`src/rtl/uart_pkg.sv`:
```
// Shared types and helpers for the UART receive path: frame-format enums,
// the receiver state encoding and the receive FIFO entry layout.
package uart_pkg;

    localparam int RX_DATA_W = 8;

    typedef enum logic [1:0] {
        PAR_NONE = 2'd0,
        PAR_EVEN = 2'd1,
        PAR_ODD  = 2'd2
    } parity_e;

    typedef enum logic [2:0] {
        ST_IDLE,
        ST_START,
        ST_DATA,
        ST_PARITY,
        ST_STOP1,
        ST_STOP2,
        ST_BRKWAIT
    } rx_state_e;

    typedef struct packed {
        logic                 brk;
        logic                 ferr;
        logic                 perr;
        logic [RX_DATA_W-1:0] data;
    } rx_entry_t;

    // Code 3 is an alias for "no parity".
    function automatic parity_e decode_parity(input logic [1:0] code);
        case (code)
            2'd1:    return PAR_EVEN;
            2'd2:    return PAR_ODD;
            default: return PAR_NONE;
        endcase
    endfunction

    function automatic logic [3:0] clamp_bits(input logic [3:0] bits, input int max_bits);
        if (bits < 4'd5) return 4'd5;
        if (int'(bits) > max_bits) return 4'(max_bits);
        return bits;
    endfunction

endpackage

```
`src/rtl/sync_fifo.sv`:
```
// Show-ahead synchronous FIFO: the head entry is visible on head whenever
// the FIFO is non-empty and reads as zero when empty.
module sync_fifo #(
    parameter int DEPTH = 8,
    parameter int WIDTH = 8
) (
    input  logic                       clk,
    input  logic                       srst,
    input  logic                       push,
    input  logic [WIDTH-1:0]           push_data,
    input  logic                       pop,
    output logic [WIDTH-1:0]           head,
    output logic                       full,
    output logic                       empty,
    output logic [$clog2(DEPTH+1)-1:0] level
);
    localparam int AW = $clog2(DEPTH);
    localparam int LW = $clog2(DEPTH+1);

    logic [WIDTH-1:0] mem_q [DEPTH];
    logic [AW-1:0]    wr_ptr_q, wr_ptr_d;
    logic [AW-1:0]    rd_ptr_q, rd_ptr_d;
    logic [LW-1:0]    level_q, level_d;
    logic             do_push, do_pop;

    always_comb begin
        do_pop   = pop && (level_q != '0);
        // A push on a full FIFO still lands when the head leaves in the same cycle.
        do_push  = push && ((level_q != LW'(DEPTH)) || do_pop);
        wr_ptr_d = do_push ? wr_ptr_q + AW'(1) : wr_ptr_q;
        rd_ptr_d = do_pop  ? rd_ptr_q + AW'(1) : rd_ptr_q;
        level_d  = level_q;
        case ({do_push, do_pop})
            2'b10:   level_d = level_q + LW'(1);
            2'b01:   level_d = level_q - LW'(1);
            default: level_d = level_q;
        endcase
    end

    always_ff @(posedge clk) begin
        if (srst) begin
            wr_ptr_q <= '0;
            rd_ptr_q <= '0;
            level_q  <= '0;
        end else begin
            wr_ptr_q <= wr_ptr_d;
            rd_ptr_q <= rd_ptr_d;
            level_q  <= level_d;
        end
    end

    always_ff @(posedge clk) begin
        if (do_push) mem_q[wr_ptr_q] <= push_data;
    end

    assign empty = (level_q == '0);
    assign full  = (level_q == LW'(DEPTH));
    assign level = level_q;
    assign head  = empty ? '0 : mem_q[rd_ptr_q];

endmodule

```
`src/rtl/uart_rx_fifo.sv`:
```
// Oversampled UART receiver with runtime frame format, per-character error
// tags and a show-ahead receive FIFO feeding a ready/read consumer.
module uart_rx_fifo
    import uart_pkg::*;
#(
    parameter int DATA_W = 8,
    parameter int OVS    = 16,
    parameter int DEPTH  = 8,
    parameter int DIV_W  = 16
) (
    input  logic                       sclk,
    input  logic                       rst,
    input  logic [DIV_W-1:0]           div,
    input  logic [3:0]                 cfg_bits,
    input  logic [1:0]                 cfg_parity,
    input  logic                       cfg_stop2,
    input  logic                       rx,
    input  logic                       read,
    output logic                       ready,
    output logic [DATA_W-1:0]          char,
    output logic                       perr,
    output logic                       ferr,
    output logic                       brk,
    output logic [$clog2(DEPTH+1)-1:0] level,
    output logic                       overrun,
    input  logic                       ovr_clr
);
    localparam int TW = $clog2(OVS);
    localparam logic [TW-1:0] T_S0  = TW'(OVS/2 - 1);
    localparam logic [TW-1:0] T_S1  = TW'(OVS/2);
    localparam logic [TW-1:0] T_MID = TW'(OVS/2 + 1);
    localparam logic [TW-1:0] T_END = TW'(OVS - 1);

    typedef struct packed {
        logic              brk;
        logic              ferr;
        logic              perr;
        logic [DATA_W-1:0] data;
    } entry_t;

    rx_state_e         state_q, state_d;
    logic              rx_s1_q, rx_s1_d, rx_s2_q, rx_s2_d, rx_prev_q, rx_prev_d;
    logic [DIV_W-1:0]  cnt_q, cnt_d, div_cfg_q, div_cfg_d;
    logic [TW-1:0]     tick_idx_q, tick_idx_d;
    logic [1:0]        samp_q, samp_d;
    logic [3:0]        bits_q, bits_d, bit_idx_q, bit_idx_d;
    parity_e           par_q, par_d;
    logic              stop2_q, stop2_d;
    logic [DATA_W-1:0] data_q, data_d;
    logic              par_bit_q, par_bit_d, perr_q, perr_d, ferr_q, ferr_d;
    logic              overrun_q, overrun_d;
    logic              tick, start_det, maj, mid, bit_end, push, drop;
    entry_t            push_entry, head_entry;
    logic              fifo_full, fifo_empty;

    always_comb begin
        rx_s1_d    = rx;
        rx_s2_d    = rx_s1_q;
        rx_prev_d  = rx_s2_q;
        state_d    = state_q;
        cnt_d      = cnt_q;
        tick_idx_d = tick_idx_q;
        samp_d     = samp_q;
        div_cfg_d  = div_cfg_q;
        bits_d     = bits_q;
        par_d      = par_q;
        stop2_d    = stop2_q;
        bit_idx_d  = bit_idx_q;
        data_d     = data_q;
        par_bit_d  = par_bit_q;
        perr_d     = perr_q;
        ferr_d     = ferr_q;
        push       = 1'b0;

        tick      = (state_q != ST_IDLE) && (cnt_q == '0);
        start_det = (state_q == ST_IDLE) && rx_prev_q && !rx_s2_q;
        // Third sample is taken live at the mid tick so the decision is available there.
        maj       = (samp_q[0] & samp_q[1]) | (samp_q[0] & rx_s2_q) | (samp_q[1] & rx_s2_q);
        mid       = tick && (tick_idx_q == T_MID);
        bit_end   = tick && (tick_idx_q == T_END);

        if (tick) begin
            cnt_d      = div_cfg_q;
            tick_idx_d = bit_end ? '0 : tick_idx_q + TW'(1);
            if (tick_idx_q == T_S0) samp_d[0] = rx_s2_q;
            if (tick_idx_q == T_S1) samp_d[1] = rx_s2_q;
        end else if (state_q != ST_IDLE) begin
            cnt_d = cnt_q - DIV_W'(1);
        end

        case (state_q)
            ST_IDLE: begin
                if (start_det) begin
                    cnt_d      = div;
                    tick_idx_d = '0;
                    div_cfg_d  = div;
                    bits_d     = clamp_bits(cfg_bits, DATA_W);
                    par_d      = decode_parity(cfg_parity);
                    stop2_d    = cfg_stop2;
                    bit_idx_d  = '0;
                    data_d     = '0;
                    par_bit_d  = 1'b0;
                    perr_d     = 1'b0;
                    ferr_d     = 1'b0;
                    state_d    = ST_START;
                end
            end
            ST_START: begin
                if (mid && maj)   state_d = ST_IDLE;
                else if (bit_end) state_d = ST_DATA;
            end
            ST_DATA: begin
                for (int i = 0; i < DATA_W; i++) begin
                    if (mid && (bit_idx_q == 4'(i))) data_d[i] = maj;
                end
                if (bit_end) begin
                    if (bit_idx_q == bits_q - 4'd1)
                        state_d = (par_q != PAR_NONE) ? ST_PARITY : ST_STOP1;
                    else
                        bit_idx_d = bit_idx_q + 4'd1;
                end
            end
            ST_PARITY: begin
                if (mid) begin
                    par_bit_d = maj;
                    perr_d    = (^data_q) ^ maj ^ (par_q == PAR_ODD);
                end
                if (bit_end) state_d = ST_STOP1;
            end
            ST_STOP1: begin
                if (mid) begin
                    ferr_d = ~maj;
                    if (!stop2_q) begin
                        push    = 1'b1;
                        state_d = maj ? ST_IDLE : ST_BRKWAIT;
                    end
                end else if (bit_end) begin
                    state_d = ST_STOP2;
                end
            end
            ST_STOP2: begin
                if (mid) begin
                    ferr_d  = ferr_q | ~maj;
                    push    = 1'b1;
                    state_d = (ferr_q | ~maj) ? ST_BRKWAIT : ST_IDLE;
                end
            end
            ST_BRKWAIT: begin
                if (rx_s2_q) state_d = ST_IDLE;
            end
            default: state_d = ST_IDLE;
        endcase

        push_entry.brk  = ferr_d & ~(|data_q) & ~par_bit_q;
        push_entry.ferr = ferr_d;
        push_entry.perr = perr_q;
        push_entry.data = data_q;

        drop      = push && fifo_full && !(read && ready);
        overrun_d = overrun_q;
        if (ovr_clr) overrun_d = 1'b0;
        if (drop)    overrun_d = 1'b1;
    end

    always_ff @(posedge sclk) begin
        if (rst) begin
            state_q    <= ST_IDLE;
            rx_s1_q    <= 1'b1;
            rx_s2_q    <= 1'b1;
            rx_prev_q  <= 1'b1;
            cnt_q      <= div;
            div_cfg_q  <= div;
            tick_idx_q <= '0;
            samp_q     <= '0;
            bits_q     <= 4'd5;
            par_q      <= PAR_NONE;
            stop2_q    <= 1'b0;
            bit_idx_q  <= '0;
            data_q     <= '0;
            par_bit_q  <= 1'b0;
            perr_q     <= 1'b0;
            ferr_q     <= 1'b0;
            overrun_q  <= 1'b0;
        end else begin
            state_q    <= state_d;
            rx_s1_q    <= rx_s1_d;
            rx_s2_q    <= rx_s2_d;
            rx_prev_q  <= rx_prev_d;
            cnt_q      <= cnt_d;
            div_cfg_q  <= div_cfg_d;
            tick_idx_q <= tick_idx_d;
            samp_q     <= samp_d;
            bits_q     <= bits_d;
            par_q      <= par_d;
            stop2_q    <= stop2_d;
            bit_idx_q  <= bit_idx_d;
            data_q     <= data_d;
            par_bit_q  <= par_bit_d;
            perr_q     <= perr_d;
            ferr_q     <= ferr_d;
            overrun_q  <= overrun_d;
        end
    end

    sync_fifo #(
        .DEPTH (DEPTH),
        .WIDTH (DATA_W + 3)
    ) u_fifo (
        .clk       (sclk),
        .srst      (rst),
        .push      (push),
        .push_data (push_entry),
        .pop       (read),
        .head      (head_entry),
        .full      (fifo_full),
        .empty     (fifo_empty),
        .level     (level)
    );

    assign ready   = ~fifo_empty;
    assign char    = head_entry.data;
    assign perr    = head_entry.perr;
    assign ferr    = head_entry.ferr;
    assign brk     = head_entry.brk;
    assign overrun = overrun_q;

endmodule

```
`config.mk`:
```
export PLATFORM = sky130hd
export DESIGN_NAME = uart_rx_fifo
export DESIGN_NICKNAME = d
export VERILOG_FILES = /design/src/rtl/uart_pkg.sv /design/src/rtl/sync_fifo.sv /design/src/rtl/uart_rx_fifo.sv
export SDC_FILE = /design/constraint.sdc
export NUM_CORES = 1
export LEC_CHECK = 0
export CORE_MARGIN = 2
export CORE_UTILIZATION = 40
export CTS_CLUSTER_SIZE = 40
export DETAILED_ROUTE_END_ITERATION = 16
export PLACE_DENSITY = 0.66
export SKIP_CTS_REPAIR_TIMING = 1
export SLEW_MARGIN = 20
export SYNTH_ARGS = -nofsm -noshare
export SYNTH_HDL_FRONTEND = slang
export SYNTH_SLANG_ARGS = --single-unit
```
`constraint.sdc`:
```
create_clock -name sclk -period 8.3 [get_ports sclk]
set_input_delay 1.66 -clock sclk [delete_from_list [all_inputs] [get_ports sclk]]
set_output_delay 1.66 -clock sclk [all_outputs]
set_load 0.05 [all_outputs]
```
# --- Word level (Yosys, flattened, before mapping) ---
# Memories as Yosys holds them, arrays and structs flattened. A register that Yosys moved wholly into a read port is not among the register bits.
# Cells that the tools add are included.
word_totals:
  rom_bits: 0
  wordCells: 223
  output_inout_bits: 17
  ramBits: 88
  reg_bits: 77
  mem_count: 1
  latchBits: 0
  inputBits: 28
classes:
  add_sub_neg: 8
  n_mux: 74
  div: 0
  eq_ne: 44
  shifts: 0
  reduce_logical: 52
  bitwise_logic: 14
  order_cmp: 2
  mul: 0
memory_table:
  columns: ["memory", "words", "word_bits", "read_ports", "rd_clocked_by_memory_dff", "wr", "line_no", "rtl"]
  rows:
  - ["u_fifo.mem_q", 8, 11, 1, 1, 1, "sync_fifo.sv:20", "logic [WIDTH-1:0] mem_q [DEPTH];"]
op_table:
  columns: ["op", "n"]
  rows:
  - ["16-bit two-way mux", 8]
  - ["3-bit two-way mux", 16]
  - ["4-bit two-way mux", 11]
  - ["2-bit inequality test (second input constant)", 16]
  - ["1-bit two-way mux", 28]
  - ["3-bit AND reduction", 9]
  - ["3-bit case mux with 7 select lines", 1]
  - ["4-bit by 3-bit equality test with 1-bit output (second input constant)", 5]
  - ["1-bit logical AND", 19]
  - ["4-bit equality test (second input constant)", 4]
  - ["16-bit logical NOT", 1]
  - ["4-bit case mux with 2 select lines", 2]
  - ["8-bit case mux with 2 select lines", 1]
  - ["16-bit by 1-bit subtractor with 16-bit output (second input constant)", 1]
  - ["2-bit nonzero test", 7]
  - ["4-bit by 1-bit adder with 4-bit output (second input constant)", 3]
  - ["11-bit two-way mux", 1]
  - ["3-bit equality test (second input constant)", 3]
  - ["3-bit inequality test (second input constant)", 3]
  - ["9-bit AND reduction", 1]
  - ["4-bit by 2-bit equality test with 1-bit output (second input constant)", 2]
  - ["4-bit logical NOT", 2]
  - ["8-bit two-way mux", 1]
  - ["2-bit AND reduction", 4]
  - ["26 further kinds", 45]

# --- Longest topological paths before layout ---
# Gate-level depths: netlist (run 1).
depth:
  word_depth: 10
  ltp_mapped: 12
  depth_no_buf: 12

# --- Hierarchy ---
# Synthesis (run 1) repeated with hierarchy kept, for this count alone.
unflattened:
  cells_unflattened: 626
  hier_area_um2: 7592.3
modules_own_cells:
  columns: ["mod", "cells_each", "instances", "seq_area_each_um2", "area_per_inst_um2"]
  rows:
  - ["sync_fifo", 220, 1, 2902.8, 4063.9]
  - ["uart_rx_fifo", 406, 1, 1501.4, 3528.4]

# --- Worst setup path after synthesis (run 1) ---
# Ideal clock, no wire load.
synth_timing:
  kind: "register -> output"
  startpoint: "register u_fifo.level_q[1] (netlist: u_fifo.level[1])"
  endpoint: "output port char[0]"
  stages_incl_launch_ff: 5
  path_slack_ns: 4.736
  required_ns: 6.640
  arrival_ns: 1.904
  path_buffers: 2
  path_cell_list: "dfxtp_1 -> clkbuf_1 -> nor4_1 -> clkbuf_1 -> nor2_1"
synth_between:
  elab_chain_len: 2
synth_lines:
  columns: ["item", "line_no", "rtl"]
  rows:
  - ["start: declaration", "sync_fifo.sv:23", "logic [LW-1:0] level_q, level_d;"]
  - ["start signal: assignment", "sync_fifo.sv:48", "level_q <= level_d;"]
  - ["4-bit logical NOT", "sync_fifo.sv:56", "assign empty = (level_q == '0);"]
  - ["11-bit two-way mux", "sync_fifo.sv:59", "assign head = empty ? '0 : mem_q[rd_ptr_q];"]
  - ["end: declaration", "uart_rx_fifo.sv:20", "output logic [DATA_W-1:0] char,"]
# Every way passes these cells.

==> impl_results.md, run 1 <==
* Mapped Nets at about 670
* Fill count at roughly 1700
* Pint at 1.52 mW
* Slew @ Worst Pin at 1120 ps
* CTS tree: built
* Slew Limit Fails at 0
* Final period util at between 50% and 60%
* Yosys cell types at just under 60
* Chip Height at 141 um
* Root buffer cell: clkbuf_16
* Post-synth EDFFs at between 100 and 150
* Relative slew slack at 25.3%
* Share of post-route cells with drive strength above 1 at 11.2%
* Outcome: complete, no violations
* Post-place setup slack at 4110 ps
* Wire per inst at between 15 and 20 um
* Cell row count at 50
* Final WS setup at around 3800 ps
* Grt ovf at 0
* PD cells at 244 mW/mm^2
* Synth top area share at a little over two fifths
* Vias in the first global route at between 4000 and 5000
* # DRC at 0
* Async SR Flop Fraction at 0%
* ANT cells at 0
* Placed cell area at just over 0.008 mm^2
* Core area at ~0.019 mm^2
* Skew-Pair Late Insertion Delay at roughly 420 ps
* RSZ-0062 raised after global routing: no
* Avg Inst Size Synth at 12.0 um^2
* Deepest clock path buffer count at 2
* Die ar. at just under 0.02 mm^2
* Fin crit period at ~4500 ps
* List of most frequent post-synthesis cells: 104 x edfxtp_1, 64 x dfxtp_1, 64 x nand2_1, 59 x nor2_1, 42 x o21ai_0
* Leading post-synthesis cells by cell area: edfxtp_1 42%, dfxtp_1 17%, mux4_2 6.6%
* Inst Count DP at 880
* Detailed Route WL at between 10 and 15 mm
* First-pass GRT wire length at 24.3 mm
* Die Wd at roughly 140 um
* Switching power at around 0.6 mW
* Initial antenna violation count at 0
* Sequential fraction of the synthesis area at between 50% and 60%
* Tot GR Track Use at roughly 16%
* Synth Cell Area at 0.00748 mm^2
* H-tree Lvls at 4
* Worst-path fanout max at 22
* Port Buf Inserts at 44
* CTS Buf Count at 17
* Endpoints failing setup at 0
* Via density at 5.29
* Largest net degree at the start of global routing at 56
* Final hold vios at 0
* Switch share at between 20% and 30%
* Sequential power share at around 45%
* Combinational share of power at between 10% and 20%
* Leakage at approximately 3 nW
* Clock transition at the registers of the reported paths at 60 ps
* Crit-path cells: mux4_2 -> mux2i_1 -> nor2_1 -> clkdlybuf4s50_1
* Flops & latches, synth at around 170
* Drt pass-1 iters at 4
* Layout Cells excl Fill at 912
* Sum of negative setup slack at 0 ps
* Clock power frac at 35.1%
* Slowest-stage cell, CP: dfxtp_1
* Max VDD drop at 177 uV
* CTS sink count at between 150 and 200
* Critical path's largest stage delay at roughly 1000 ps
* R2R Setup Slk at between 4000 and 5000 ps
* Worst Hold Class: flip-flop to flip-flop
* GP Congestion at ~0.83
* Io pins at 45
* Area Growth Syn to Fin at 16.4%
* Final hold slack at about 430 ps
* Most numerous cell in the Yosys netlist: edfxtp_1
* Crit end category: output port
* Post-route cell area at 0.00871 mm^2
* Final core occ at between 40% and 50%
* WP data required at ~6600 ps
* Total power at between 2 and 2.5 mW
* Skew final at 8.91 ps
* Top FF cell, synth: edfxtp_1
* Starting density of the core at 40.4%
* Yosys synthesis warning count at 0
* Max_cap viols at 0
* Critical Path Source Type: flip-flop
* CP Class: flip-flop to output port
* Synth area leader: edfxtp_1
* Post-DP HPWL at approximately 9.7 mm
* Gate Count Post-Synth at approximately 620
* Post-DRT Antenna Nets at 0
* Iter 0 DRT Violations at about 330
* Layout Nets at approximately 700
* Max Clk Rate at 220 MHz
* Arrival @ worst endpoint at 2880 ps
* Vias at ~4800
## area by class of cell
cell class	instances	area, um^2	share of cell area (%)
clock inverter	10	95.1	1.09
clock buffer	22	465	5.34
sequential	168	4400	50.6
tap	234	293	3.36
timing repair buffer	49	478	5.49
inverter	21	78.8	0.905
multi-input combinational	408	2900	33.3
## worst max-delay path, delay by kind of cell (launching register included)
family	cells	cell delay (ps)
DFF	1	1030
buffers and inverters	1	830
muxes	2	440
and+or+nand+nor	1	160
## placed cells by master, fill, tap and decap left out, types with 4 or more instances in the layout
master	count
edfxtp_1	104
nand2_1	64
dfxtp_1	64
nor2_1	55
clkdlybuf4s50_1	44
o21ai_0	42
a21oi_1	27
nand3_1	24
mux4_2	22
inv_1	21
mux2i_1	18
clkbuf_16	18
ha_1	17
xor2_1	16
xnor2_1	15
nor3_1	12
nand4_1	10
nor2b_1	7
nor2_2	6
nor4_1	5
a211oi_1	5
nand2b_1	5
nand3b_1	5
buf_4	5
or3_1	4
clkbuf_1	4
## power by group through the flow
| stage | logic, mW | registers, mW | clock network (mW) |
|---|---|---|---|
| after floorplan | 0.308 | 0.972 | 0 |
| after global placement | 0.405 | 0.978 | 0 |
| after detailed placement | 0.416 | 0.981 | 0 |
| after CTS | 0.418 | 0.963 | 0.763 |
| after global routing | 0.456 | 0.971 | 0.798 |
| final | 0.414 | 0.963 | 0.745 |
## state kept, by name, indices dropped and copies added (netlist names), named ones only
name	count
bit_idx_q	4
bits_q	4
cnt_q	16
data_q	8
div_cfg_q	16
ferr_q	1
overrun	1
par_bit_q	1
par_q	2
perr_q	1
rx_prev_d	1
rx_prev_q	1
rx_s1_q	1
samp_q	2
state_q	3
stop2_q	1
tick_idx_q	4
u_fifo.level	4
u_fifo.mem_q	88
u_fifo.rd_ptr_q	3
u_fifo.wr_ptr_q	3
## logic make-up after synthesis
group	Yosys count	share of synthesized area [%]
muxes	41	9.18
buffers and inverters	48	2.69
xor gates and xnor gates	31	3.63
adders and majority gates	18	2.98
and+or+nand+nor	226	15.3
AOI/OAI and AO/OA	92	7.34
DFF	168	58.9
## routing by layer
layer  up-vias  wire [um]  part of all wire, %  track usage (%)
met5         -          0                    0                0
met4         0        189                  1.3             5.05
met3        15        442                  3.0             4.14
met2        87       7540                   52             27.6
met1      2348       6470                   44             18.9
li1       2372          -                    -                -
## final timing paths
| check | from | endpoint | cells past startpoint |
|---|---|---|---|
| worst max register to register | state_q[0] | u_fifo.mem_q[6][3] | 6 |
| worst max-delay path | flip-flop | char[0] | 4 |
| worst min register to register | rx_s1_q | rx_prev_d | 1 |
| worst min-delay path | rx_s1_q | rx_prev_d | 1 |
Power figures use the tool's default switching activity.
==> run 2, diff against run 1 <==
--- a/config.mk
+++ b/config.mk
@@ -9,7 +9,7 @@
 export CORE_UTILIZATION = 40
 export CTS_CLUSTER_SIZE = 40
 export DETAILED_ROUTE_END_ITERATION = 16
-export PLACE_DENSITY = 0.66
+export PLACE_DENSITY = 0.69
 export SKIP_CTS_REPAIR_TIMING = 1
 export SLEW_MARGIN = 20
 export SYNTH_ARGS = -nofsm -noshare
==> constraint.sdc (replaced) <==
create_clock -name sclk -period 3.9 [get_ports sclk]
set_input_delay 0.78 -clock sclk [delete_from_list [all_inputs] [get_ports sclk]]
set_output_delay 0.78 -clock sclk [all_outputs]
set_load 0.05 [all_outputs]
==> impl_results.md, run 2 (synthesis results as in run 1) <==
* Sum of negative setup slack at 0 ps (unchanged)
* Post-route cell area at 0.00883 mm^2 (+1.3%)
* Grt ovf at 0 (unchanged)
* Slew @ Worst Pin at 947 ps (-169 ps)
* Port Buf Inserts at 44 (unchanged)
* Crit-path cells: buf_4 -> mux4_2 -> mux2i_1 -> nor2_1 -> clkdlybuf4s50_1
* Critical path's largest stage delay at 700 ps (-330 ps)
* Worst path buffer plus inverter count at 2 (+1)
* Skew final at 9.40 ps (+0.487 ps)
* Share of post-route cells with drive strength above 1 at 12.7% (+1.5 points)
* Worst-path fanout max at 22 (unchanged)
* Wire per inst at 15.9 um (-0.73%)
* ANT cells at 0 (unchanged)
* Area Growth Syn to Fin at 18.0%
* Deepest clock path buffer count at 2 (unchanged)
* Initial antenna violation count at 0 (unchanged)
* PD cells at 524 mW/mm^2 (+110%)
* Biggest regs: u_fifo.mem_q: 88 flops, cnt_q: 16 flops, div_cfg_q: 16 flops
* Skew-Pair Late Insertion Delay at 430 ps (about the same)
* Largest register by flop count: u_fifo.mem_q
* Final period util at between 80 and 90%
* Starting density of the core at 40.4% (unchanged)
* Root buffer cell: clkbuf_16
* Max_cap viols at 0 (unchanged)
* Arrival @ worst endpoint at 2650 ps (-230 ps)
* Vias in the first global route at 4820 (-2.0%)
* Iter 0 DRT Violations at 286 (-12%)
* Final hold vios at 0 (unchanged)
* Max VDD drop at 307 uV (+74%)
* Post-DP HPWL at 9.78 mm (+0.95%)
* GP Congestion at 0.842 (+1.8%)
* RSZ-0062 raised after global routing: no
* Max Clk Rate at about 290 MHz
* H-tree Lvls at 4 (unchanged)
* Delay-heaviest family, CP: buffers and inverters
* Leakage at 3.00 nW (+2.9%)
* Slowest-stage cell, CP: clkdlybuf4s50_1
* Core area at 0.0185 mm^2 (unchanged)
* Tot GR Track Use at 15.4% (-0.31 points)
* Relative slew slack at 36.7% (+11 points)
* CTS Buf Count at 17 (unchanged)
* Most common cell after layout, fill and taps aside: edfxtp_1
* Cell row count at 50 (unchanged)
* Drt pass-1 iters at 5 (+1)
* Post-DRT Antenna Nets at 0 (unchanged)
* Chip Height at 141 um (unchanged)
* Slew Limit Fails at 0 (unchanged)
* Endpoints failing setup at 0 (unchanged)
* Layout Nets at 723 (+1.8%)
* Largest net degree at the start of global routing at 51 (-8.9%)
* Fin crit period at roughly 3400 ps
* Clock transition at the registers of the reported paths at 60 ps (about the same)
* Via density at 5.31 (+0.46%)
* Die Wd at 141 um (unchanged)
* Total power at 4.62 mW (+120%)
* Worst Hold Class: flip-flop to flip-flop
* Detailed Route WL at 14.7 mm (+0.69%)
* Outcome: complete, no violations
* Vias at 4913 (+1.9%)
* CP Class: flip-flop to output port
* Io pins at 45 (unchanged)
* CTS tree: built
* Critical Path Source Type: flip-flop
* CTS sink count at 168 (unchanged)
* First-pass GRT wire length at 23.9 mm (-1.5%)
* Max FFs per register at 88 (unchanged)
* # DRC at 0 (unchanged)
* Commonest cells after routing, fill and taps aside: 104 x edfxtp_1, 64 x nand2_1, 64 x dfxtp_1, 59 x nor2_1, 44 x clkdlybuf4s50_1
* Crit end category: output port
* WP data required at 3120 ps (-3520 ps)
* Placed cell area at 0.00824 mm^2 (+1.2%)
* Die ar. at 0.0198 mm^2 (unchanged)
## run 2: cell types whose count changed in the layout (fill, tap and decap cells not counted), moves of 4 or more
| cell | previous run | this run |
|---|---|---|
| buf_4 | 5 | 18 |
| clkbuf_1 | 4 | 0 |
| nor2_1 | 55 | 59 |
| nor2_2 | 6 | 2 |
| inv_6 | 2 | 6 |
## run 2: layout make-up
| class | instances | area, um^2 |
|---|---|---|
| fillers | 1625 | 9690 |
| flip-flops and latches | 168 | 4400 |
| multi-input cells | 408 | 2890 |
| repair buffers | 62 | 576 |
| clock buffers | 17 | 425 |
| well taps | 234 | 293 |
| clock inverters | 15 | 164 |
| inverters | 21 | 78.8 |
## run 2: through the flow
step / std cells / util, % / hold slack, ps / setup WS, ps
after floorplan: 624 / - / 389 / 1080
after global placement: 893 / 44.5 / 394 / 931
after detailed placement: 893 / 44.5 / 397 / 922
after CTS: 925 / 47.7 / 414 / 403
after global routing: 925 / 47.7 / 429 / 324
final: 925 / 47.7 / 411 / 474
## run 2: worst reg2reg max path: cells and delay by family, from the launching register on
family	cells	cell delay, ps
fa+ha+maj	1	210
compound gates	1	80
xor+xnor	2	330
flops	1	650
simple gates	6	1510
## run 2: per-layer routing
metal / vias to the layer above / routed length (um) / track usage [%]
met5: - / 0 / 0
met4: 0 / 240 / 6.00
met3: 24 / 529 / 3.97
met2: 106 / 7450 / 26.3
met1: 2368 / 6520 / 18.9
li1: 2415 / - / -
## run 2: final timing paths
path              start         endpoint  slack [ps]  cells past startpoint
min reg2reg     rx_s1_q        rx_prev_d         410                      1
max reg2reg  state_q[0]  u_fifo.level[2]        1000                     10
max           flip-flop             perr         470                      5
min             rx_s1_q        rx_prev_d         410                      1
## run 2: power by group
| group | switching (mW) | leakage, nW | internal (mW) | total [mW] |
|---|---|---|---|---|
| Combinational | 0.528 | 1.22 | 0.363 | 0.891 |
| Clock | 0.723 | 0.288 | 0.959 | 1.68 |
| Sequential | 0.0983 | 1.50 | 1.95 | 2.05 |
| Total | 1.35 | 3.00 | 3.27 | 4.62 |
==> run 3, diff against run 2 <==
--- a/config.mk
+++ b/config.mk
@@ -5,11 +5,12 @@
 export SDC_FILE = /design/constraint.sdc
 export NUM_CORES = 1
 export LEC_CHECK = 0
+export ABC_AREA = 0
 export CORE_MARGIN = 2
 export CORE_UTILIZATION = 40
 export CTS_CLUSTER_SIZE = 40
 export DETAILED_ROUTE_END_ITERATION = 16
-export PLACE_DENSITY = 0.69
+export PLACE_DENSITY = 0.66
 export SKIP_CTS_REPAIR_TIMING = 1
 export SLEW_MARGIN = 20
 export SYNTH_ARGS = -nofsm -noshare
==> constraint.sdc (replaced) <==
create_clock -name sclk -period 3.5 [get_ports sclk]
set_input_delay 0.7 -clock sclk [delete_from_list [all_inputs] [get_ports sclk]]
set_output_delay 0.7 -clock sclk [all_outputs]
set_load 0.05 [all_outputs]
==> impl_results.md, run 3 (synthesis results as in run 1) <==
* Clock power frac at 35.4% (-1.0 points)
* Skew final at 9.32 ps (-0.0783 ps)
* Final core occ at 47.4% (-0.29 points)
* Slew Limit Fails at 0 (unchanged)
* Slew @ Worst Pin at 1030 ps (+87.0 ps)
* Final WS setup at 436 ps (-37.8 ps)
* Commonest cells after routing, fill and taps aside: 104 x edfxtp_1, 64 x nand2_1, 64 x dfxtp_1, 57 x nor2_1, 42 x o21ai_0
* Biggest regs: u_fifo.mem_q: 88 flops, cnt_q: 16 flops, div_cfg_q: 16 flops
* Most common cell after layout, fill and taps aside: edfxtp_1
* Core area at 0.0185 mm^2 (unchanged)
* Initial antenna violation count at 0 (unchanged)
* Deepest clock path buffer count at 2 (unchanged)
* Combinational share of power at 20.3% (+1.0 points)
* Outcome: complete, no violations
* ANT cells at 0 (unchanged)
* Max FFs per register at 88 (unchanged)
* WP data required at 3540 ps (+420 ps)
* Share of post-route cells with drive strength above 1 at 14.4% (+1.7 points)
* Vias at 4905 (-0.16%)
* Clock transition at the registers of the reported paths at 60 ps (about the same)
* CP Class: flip-flop to flip-flop
* Via density at 5.33 (+0.27%)
* Skew-Pair Late Insertion Delay at 420 ps (about the same)
* Sequential power share at 44.2% (about the same)
* Post-DP HPWL at 10.5 mm (+7.8%)
* Relative slew slack at 30.8% (-5.9 points)
* CTS Buf Count at 17 (unchanged)
* # DRC at 0 (unchanged)
* Inst Count DP at 890 (-0.34%)
* Crit-path cells: nor3_1 -> and4_1 -> and3_1 -> nand3_1 -> or3_1 -> nor2_1
* Vias in the first global route at 5020 (+4.1%)
* Starting density of the core at 40.4% (unchanged)
* Io pins at 45 (unchanged)
* Die Wd at 141 um (unchanged)
* Drt pass-1 iters at 4 (-1)
* Final period util at 87.5%
* H-tree Lvls at 4 (unchanged)
* Wire per inst at 17.0 um (+6.8%)
* Final hold vios at 0 (unchanged)
* Detailed Route WL at 15.7 mm (+6.3%)
* PD cells at 582 mW/mm^2 (+11%)
* Largest register by flop count: u_fifo.mem_q
* Delay-heaviest family, CP: simple AND/OR/NAND/NOR gates
* CTS sink count at 168 (unchanged)
* Crit end category: flip-flop
* Switching power at 1.49 mW (+11%)
* Leakage at 3.00 nW (-0.15%)
* Switch share at 29.3% (+0.062 points)
* Die ar. at 0.0198 mm^2 (unchanged)
* Sum of negative setup slack at 0 ps (unchanged)
* Fin crit period at 3060 ps
* Iter 0 DRT Violations at 285 (-0.35%)
* Cell row count at 50 (unchanged)
* Chip Height at 141 um (unchanged)
* Port Buf Inserts at 44 (unchanged)
* Post-route cell area at 0.00877 mm^2 (-0.61%)
* Endpoints failing setup at 0 (unchanged)
* Post-DRT Antenna Nets at 0 (unchanged)
* Slowest-stage cell, CP: nor2_1
* Total power at 5.11 mW (+10%)
* Pint at 3.61 mW (+10%)
* CTS tree: built
* Layout Nets at 720 (-0.41%)
* Largest net degree at the start of global routing at 53 (+3.9%)
* Post-place setup slack at 370 ps (-552 ps)
* Area Growth Syn to Fin at 17.2%
* RSZ-0062 raised after global routing: no
* Worst Hold Class: flip-flop to flip-flop
* Max Clk Rate at 326 MHz
* Max VDD drop at 371 uV (+21%)
* GP Congestion at 0.874 (+3.7%)
* First-pass GRT wire length at 25.5 mm (+6.7%)
* Layout Cells excl Fill at 921 (-0.43%)
* Root buffer cell: clkbuf_16
* Worst-path fanout max at 11 (-50%)
* Max_cap viols at 0 (unchanged)
* Worst path buffer plus inverter count at 0 (-2)
* Placed cell area at 0.00819 mm^2 (-0.61%)
* Critical path's largest stage delay at 790 ps (+90 ps)
* Final hold slack at 419 ps (+8.68 ps)
* Tot GR Track Use at 16.7% (+1.3 points)
* Critical Path Source Type: flip-flop
* Arrival @ worst endpoint at 3100 ps (+450 ps)
* Grt ovf at 0 (unchanged)
[run 3: routing by layer]
layer / global-route usage [%] / wire (um) / up-vias
li1: - / - / 2393
met4: 6.00 / 193 / 0
met1: 19.4 / 6560 / 2385
met2: 30.2 / 8240 / 115
met3: 3.87 / 679 / 12
met5: 0 / 0 / -
[run 3: area by class of cell]
type,count,area [um^2]
inverters,21,78.8
multi-input cells,408,2890
fillers,1656,9740
clock buffers,21,503
repair buffers,59,526
clock inverters,10,77.6
well taps,234,293
flip-flops and latches,168,4400
[run 3: final timing paths]
path	start	endpoint	slack, ps	cells after the start
setup / recovery	cnt_q[4]	u_fifo.mem_q[4][3]	440	6
hold / removal	rx_s1_q	rx_prev_d	420	1
setup reg to reg	cnt_q[4]	u_fifo.mem_q[4][3]	440	6
hold reg to reg	rx_s1_q	rx_prev_d	420	1
[run 3: power groups by stage]
stage / Clock (mW) / Combinational [mW] / Sequential (mW)
detailed placement: 0 / 1.04 / 2.30
CTS: 1.84 / 1.05 / 2.26
global placement: 0 / 1.02 / 2.29
floorplan: 0 / 0.731 / 2.30
global route: 1.93 / 1.14 / 2.27
finish: 1.81 / 1.04 / 2.26
[run 3: worst reg2reg max path: stages (launching register included)]
cell     delay [ps]
dfxtp_1         360
nor3_1          280
and4_1          390
and3_1          220
nand3_1         170
or3_1           470
nor2_1          790
